$ cat src/rtl/seq_div_pkg.sv
// Shared types and helpers for the sequential restoring divider.
package seq_div_pkg;

  typedef enum logic {
    IDLE = 1'b0,
    RUN  = 1'b1
  } state_t;

  // Bits needed to hold values 0..v-1; the counter width is clog2(N+1).
  function automatic int unsigned clog2(input int unsigned v);
    int unsigned r;
    r = 0;
    for (int unsigned i = 0; i < 32; i++) begin
      if ((32'd1 << i) < v) r = i + 1;
    end
    return r;
  endfunction

endpackage

$ cat src/rtl/seq_divider_div_step.sv
// One restoring-division iteration: shift in the next dividend bit, trial-subtract the divisor.
module div_step #(
  parameter int unsigned D = 4
) (
  input  logic [D-1:0] i_r,
  input  logic         i_q_msb,
  input  logic [D-1:0] i_v,
  output logic [D-1:0] o_r_next,
  output logic         o_q_bit
);

  logic [D:0]   w_t;
  logic [D-1:0] w_diff;

  // Partial remainder is always < V, so it is carried in D bits; the trial
  // value T needs D+1 bits, and T-V (when taken) is < V so D bits suffice.
  always_comb begin
    w_t      = {i_r, i_q_msb};
    w_diff   = w_t[D-1:0] - i_v;
    o_q_bit  = (w_t >= {1'b0, i_v});
    o_r_next = o_q_bit ? w_diff : w_t[D-1:0];
  end

endmodule

$ cat src/rtl/seq_divider.sv
// Sequential unsigned restoring divider: one quotient bit per clock, registered results.
module seq_divider
  import seq_div_pkg::*;
#(
  parameter int unsigned N = 8,
  parameter int unsigned D = 4
) (
  input  logic         clk,
  input  logic         resetn,
  input  logic         start,
  input  logic [N-1:0] dividend,
  input  logic [D-1:0] divisor,
  output logic [N-1:0] quotient,
  output logic [D-1:0] remainder,
  output logic         busy,
  output logic         done,
  output logic         div_by_zero
);

  localparam int unsigned CW = clog2(N + 1);

  state_t         r_state;
  logic [N-1:0]   r_q;
  logic [D-1:0]   r_v;
  logic [D-1:0]   r_r;
  logic [CW-1:0]  r_cnt;
  logic [N-1:0]   r_quotient;
  logic [D-1:0]   r_remainder;
  logic           r_busy;
  logic           r_done;
  logic           r_dbz;

  logic [D-1:0]   w_r_next;
  logic           w_q_bit;
  logic [N-1:0]   w_q_next;

  div_step #(.D(D)) u_step (
    .i_r      (r_r),
    .i_q_msb  (r_q[N-1]),
    .i_v      (r_v),
    .o_r_next (w_r_next),
    .o_q_bit  (w_q_bit)
  );

  assign w_q_next = {r_q[N-2:0], w_q_bit};

  always_ff @(posedge clk) begin
    if (!resetn) begin
      r_state     <= IDLE;
      r_q         <= '0;
      r_v         <= '0;
      r_r         <= '0;
      r_cnt       <= '0;
      r_quotient  <= '0;
      r_remainder <= '0;
      r_busy      <= 1'b0;
      r_done      <= 1'b0;
      r_dbz       <= 1'b0;
    end else begin
      r_done <= 1'b0;
      case (r_state)
        IDLE: begin
          if (start) begin
            if (divisor == '0) begin
              r_quotient  <= '1;
              r_remainder <= '0;
              r_dbz       <= 1'b1;
              r_done      <= 1'b1;
            end else begin
              r_q     <= dividend;
              r_v     <= divisor;
              r_r     <= '0;
              r_cnt   <= CW'(N);
              r_busy  <= 1'b1;
              r_dbz   <= 1'b0;
              r_state <= RUN;
            end
          end
        end
        RUN: begin
          r_r   <= w_r_next;
          r_q   <= w_q_next;
          r_cnt <= r_cnt - 1'b1;
          if (r_cnt == CW'(1)) begin
            r_quotient  <= w_q_next;
            r_remainder <= w_r_next;
            r_done      <= 1'b1;
            r_busy      <= 1'b0;
            r_state     <= IDLE;
          end
        end
        default: r_state <= IDLE;
      endcase
    end
  end

  assign quotient    = r_quotient;
  assign remainder   = r_remainder;
  assign busy        = r_busy;
  assign done        = r_done;
  assign div_by_zero = r_dbz;

endmodule

$ cat config.mk
export PLATFORM = sky130hd
export DESIGN_NAME = seq_divider
export DESIGN_NICKNAME = d
export VERILOG_FILES = /design/src/rtl/seq_div_pkg.sv /design/src/rtl/seq_divider_div_step.sv /design/src/rtl/seq_divider.sv
export SDC_FILE = /design/constraint.sdc
export NUM_CORES = 1
export LEC_CHECK = 0
export CORE_MARGIN = 3
export CORE_UTILIZATION = 49
export CTS_BUF_LIST = sky130_fd_sc_hd__clkbuf_8
export CTS_CLUSTER_DIAMETER = 100
export DETAILED_ROUTE_END_ITERATION = 6
export GPL_TIMING_DRIVEN = 0
export PLACE_DENSITY_LB_ADDON = 0.3
export SYNTH_ARGS = -nofsm -noshare
export SYNTH_HDL_FRONTEND = slang
export SYNTH_SLANG_ARGS = --single-unit
$ cat constraint.sdc
create_clock -name clk -period 1.8 [get_ports clk]
set_clock_uncertainty 0.1 [all_clocks]
set_input_delay 0.36 -clock clk [delete_from_list [all_inputs] [get_ports clk]]
set_output_delay 0.36 -clock clk [all_outputs]
set_load 0.005 [all_outputs]
==> Yosys cells after proc, flatten, opt, wreduce, memory -nomap -nowiden <==
Cells that the tools add are included.
W data, S select, Z words.
{ "word_totals": {"ff_bits": 36, "in_bits": 15, "output_inout_bits": 15, "wordCells": 56} }
{ "op_classes": {"n_addsub": 2, "n_lt_le_gt_ge": 1, "n_eq_ne": 5, "mux": 30, "bitwise_logic": 2, "n_reduce_logical": 6} }
{ "ops": {"columns": ["cell", "n"], "rows": [
  ["$mux W8", 5],
  ["$mux W4", 8],
  ["$pmux W8 S2", 2],
  ["$pmux W4 S2", 3],
  ["$mux W1", 9],
  ["$reduce_and A3 Y1", 3],
  ["$ne A2 B2 Y1 const B", 3],
  ["$pmux W1 S2", 3],
  ["$ge A5 B4 Y1", 1],
  ["$eq A4 B1 Y1 const B", 1],
  ["$logic_not A4 Y1", 1],
  ["$reduce_and A2 Y1", 2],
  ["$sub A4 B1 Y4 const B", 1],
  ["$sub A4 B4 Y4", 1],
  ["$ne A2 B1 Y1 const B", 1],
  ["$not A1 Y1", 2]
]} }

==> Depth between registers and ports, before layout <==
{ "logic_depth": {"depth_word": 4, "ltp_mapped": 7, "ltp_nobuf": 7} }

==> Cells and area by module <==
From an unflattened synthesis, not the netlist that was laid out.
{ "hier_totals": {"hier_cells": 188, "area_unflattened_um2": 1785.5} }
{ "modules_own_cells": {"columns": ["module", "instances", "cells_per_inst", "area_each_um2", "seq_area_each_um2"], "rows": [
  ["seq_divider", 1, 160, 1561.5, 720.7],
  ["div_step", 1, 28, 224.0, 0.0]
]} }

==> Worst setup path before layout <==
Ideal clock, no wire load.
{ "synth_path": {"kind": "register -> register", "start": "reg r_q[7]", "end": "reg r_remainder[2] (netlist: remainder[2])", "setup_ns": 0.066, "arrival_time_ns": 1.761, "required_time_ns": 1.634, "setup_slack_ns": -0.127, "stages_incl_launch_ff": 8, "path_buffers": 0, "synth_period_minus_slack_ns": 1.927, "path_cell_list": "dfxtp_1 inv_1 ha_1 nand2b_4 a2111oi_4 nor2_2 mux2_4 a21oi_2"} }
{ "synth_between": {"elab_chain_cells": 4, "word_cells_on_any_way": 5, "cone_classes": "1 x add/sub; 1 x order compare; 3 x mux"} }
{ "synth_lines": {"columns": ["item", "line", "text"], "rows": [
  ["from (decl)", "seq_divider.sv:23", "logic [N-1:0] r_q;"],
  ["from (signal assigned)", "seq_divider.sv:70", "r_q <= dividend;"],
  ["from (signal assigned)", "seq_divider.sv:82", "r_q <= w_q_next;"],
  ["$sub A4 B4 Y4 or $ge A5 B4 Y1 (tied branches)", "seq_divider_div_step.sv:19, seq_divider_div_step.sv:20", null],
  ["$mux W4 (*)", "seq_divider_div_step.sv:21", "o_r_next = o_q_bit ? w_diff : w_t[D-1:0];"],
  ["$mux W4 (*)", "seq_divider.sv:84", "if (r_cnt == CW'(1)) begin"],
  ["$pmux W4 S2 (*)", "seq_divider.sv:61", "case (r_state)"],
  ["to (signal assigned)", "seq_divider.sv:86", "r_remainder <= w_r_next;"],
  ["to (decl)", "seq_divider.sv:28", "logic [D-1:0] r_remainder;"]
]} }
Mark *: on every way between the ends. The rest lies on a longest branch, timed or not. The select of a mux whose other input is x is not followed.
A chain may end at the register's enable or synchronous reset.

==> Final worst setup path <==
{ "layout_path": {"start": "reg r_q[7]", "end": "reg r_remainder[1] (netlist: remainder[1])"} }
The elaborated chain is that of the path after synthesis.

==> flow_summary.toml <==
[outcome]
status = "complete, but fails checks"
failed_checks = "setup timing"

[placed_design]
hpwl_um = 2970
port_buffers = 29
dp.cells = 256
gp_congestion = 0.854
post-place-ws_ps = -497

[sta]
fin_crit_sh_pct = 103
final-hold-violation-count = 0
drv_slew = 0
setup_ws_ps = -52.0
fmax_mhz = 540
setup_tns_ps = -230
worst_pin_slew_ps = 522
maxSlewHeadroom_pct = 65.2
grt_setup_unrepaired = "true"
fin_crit_ps = 1850
setup_violations = 8

[worst_setup_path]
cp.required_ps = 1920
cp-start-kind = "register"
cp.arrival_ps = 1980
crit_path_end_kind = "register"
critical_path.max_fanout = 5
critPathKind = "reg2reg"

[grt]
antenna_found_initial = 0
grt_overflow = 0
grt_max_degree = 13
gr-usage-all-layers_pct = 22.2
grt_pass1_wl_um = 7250
grt_pass1_vias = 1509

[power_and_ir_drop]
powerDensity_nw_per_um2 = 901
p_leak_nw = 0.891
ir_drop_mv = 0.636

[clock_tree]
postCtsHoldBufs = 0
cts.htree.levels = 2
worst_setup_hold_path_clk_slew_ps = 70
cts_root_buffer = "clkbuf_8"
ctsLongestPathBuffers = 2
cts_tree = "done"
cts.sinks = 36
cts_made_buffers = 5
clk_latency_ps = 290

[synth]
synth_area_um2 = 1730
yosysWarnings = 0
synth_nets = 205
ys_ff_latch = 36
yosys_most_used_dff = "dfxtp_1"
synthDistinctLibCells = 42
avgSynthCellArea_um2 = 9.45
ys_seq_area_share_pct = 41.7
synth_edf_count = 0
async_flop_share_pct = 0
synth_cells = 183

[floorplanning]
boundaryPins = 30
die_w_um = 65.4
initial_core_util_pct = 54.0
die_y_um = 65.4
dieArea_um2 = 4280
num_rows = 20
coreArea_um2 = 3200

[finish]
drive_gt1_share_pct = 29.5
diodes = 0
seq_area_um2 = 731
nFillCells = 248
multiInputGateArea_um2 = 1030
final_util_pct = 74.2
syn2layout_area_growth_pct = 37.4
final_nets = 248
fin_cells = 271

[route]
routed_via_density = 5.65
antenna_left = 0
drc_errors = 0
firstDrtPassIters = 4
first_iter_violations = 128
wl_per_cell_um = 16.6
routed_wl_um = 4500
vias = 1532

[run]
maxCapViolCount = 0

[worst_hold_path]
hold_path.class = "reg2reg"
-- layout by cell type, fill, tap and decap left out, types with 2 or more instances in the layout --
cell type        netlist  layout
a211oi_2               7       7
a21o_1                 2       2
a21oi_1                8       5
a21oi_2                4       6
buf_4                  0       8
buf_6                  2       3
clkbuf_1               5       3
clkbuf_8               0       5
clkdlybuf4s50_1        0      26
dfxtp_1               36      30
dfxtp_2                0       5
dlygate4sd2_1          0       3
ha_1                   6       3
ha_4                   0       3
inv_1                  9       7
inv_2                  0       2
mux2_4                 1       2
mux2i_1               12      12
nand2_1                6       5
nand3_1                3       2
nor2_1                25      24
nor2_2                 4       5
o211ai_1               2       2
o21ai_0                7       5
o21ai_1                9       9
o21ai_2                0       2
o41a_1                 2       2
or2_4                  0       2
or3_1                  7       7
-- registers in the layout, summed over array words and instances (netlist names) --
register     cells
r_r              4
r_cnt            4
div_by_zero      1
r_v              4
r_q              8
quotient         8
remainder        4
r_state          1
done             1
busy             1
-- path summary, 6_finish.rpt --
path	start	endpoint	slack [ps]	depth (start not counted)
worst max register to register	r_q[7]	remainder[1]	-50	8
worst max-delay path	r_q[7]	remainder[1]	-50	8
worst min register to register	r_cnt[3]	r_cnt[3]	370	1
worst min-delay path	r_cnt[3]	r_cnt[3]	370	1
-- cells in the mapped netlist, types with 2 or more instances --
library cell   n  area, um2
o211ai_1       2       15.0
or3_1          7       43.8
ha_1           6       75.1
nand3_1        3       15.0
buf_6          2       22.5
buf_2          3       15.0
inv_1          9       33.8
nor2_2         4       25.0
o21ai_1        9       45.0
nor2_1        25       93.8
nand2_1        6       22.5
a21o_1         2       15.0
o31ai_1        2       15.0
o21ai_0        7       35.0
nor2b_1        2       12.5
a21oi_1        8       40.0
dfxtp_1       36        721
a21oi_2        4       35.0
o41a_1         2       22.5
clkbuf_1       5       18.8
mux2i_1       12        120
a211oi_2       7       87.6
-- through the flow --
step	hold slack [ps]	area [um2]	total power, W
after floorplan	332	1750	0.00120
after global placement	350	2100	0.00132
after global routing	398	2380	0.00223
after CTS	371	2300	0.00209
after detailed placement	350	2100	0.00134
final	374	2380	0.00214
-- final cells by class --
type | count | share of cell area (%)
clock buffer | 5 | 2.90
timing repair buffer | 36 | 14.4
inverter | 10 | 1.58
sequential | 36 | 30.8
tap | 44 | 2.32
buffer | 10 | 2.79
clock inverter | 3 | 1.79
multi-input combinational | 127 | 43.4
-- metal layers --
metal  part of all wire (%)  track usage, %
met2                     50            36.7
met5                      0               0
met4                    3.3            8.55
met3                    4.6            6.50
met1                     43            27.0
-- power breakdown --
group / leakage, nW / internal [W] / switching [W] / total [W]
clock: 0.0541 / 0.000410 / 0.000295 / 0.000705
combinational: 0.539 / 0.000261 / 0.000277 / 0.000539
sequential: 0.298 / 0.000856 / 0.0000425 / 0.000898
total: 0.891 / 0.00153 / 0.000615 / 0.00214
-- critical path, cell delays in order, from the launching register on --
cell and delay, ps:
dfxtp_2 350, inv_2 50, ha_4 210, nand2b_4 140, a2111oi_4 340, buf_4 200
o211ai_1 100, o41a_1 160, a21oi_1 140
-- timing repair --
action / CTS / global route
gates resized for setup: 18 / 22
setup endpoints to repair: 25 / 22
pin swaps: 9 / 7
buffers inserted: 5 / 2
hold endpoints to repair: 0 / 0
-- kinds of logic (layout without fill, tap and decap cells) --
group / count (synthesis) / after routing / synth area share (%)
AOI/OAI and AO/OA: 48 / 48 / 21.4
muxes: 14 / 14 / 8.47
DFF: 36 / 36 / 41.7
xor gates and xnor gates: 1 / 1 / 0.507
buffers and inverters: 20 / 64 / 5.43
adders and majority gates: 7 / 7 / 5.50
and+or+nand+nor: 57 / 57 / 17.0
Note: power is estimated with default switching activity, not from simulation.
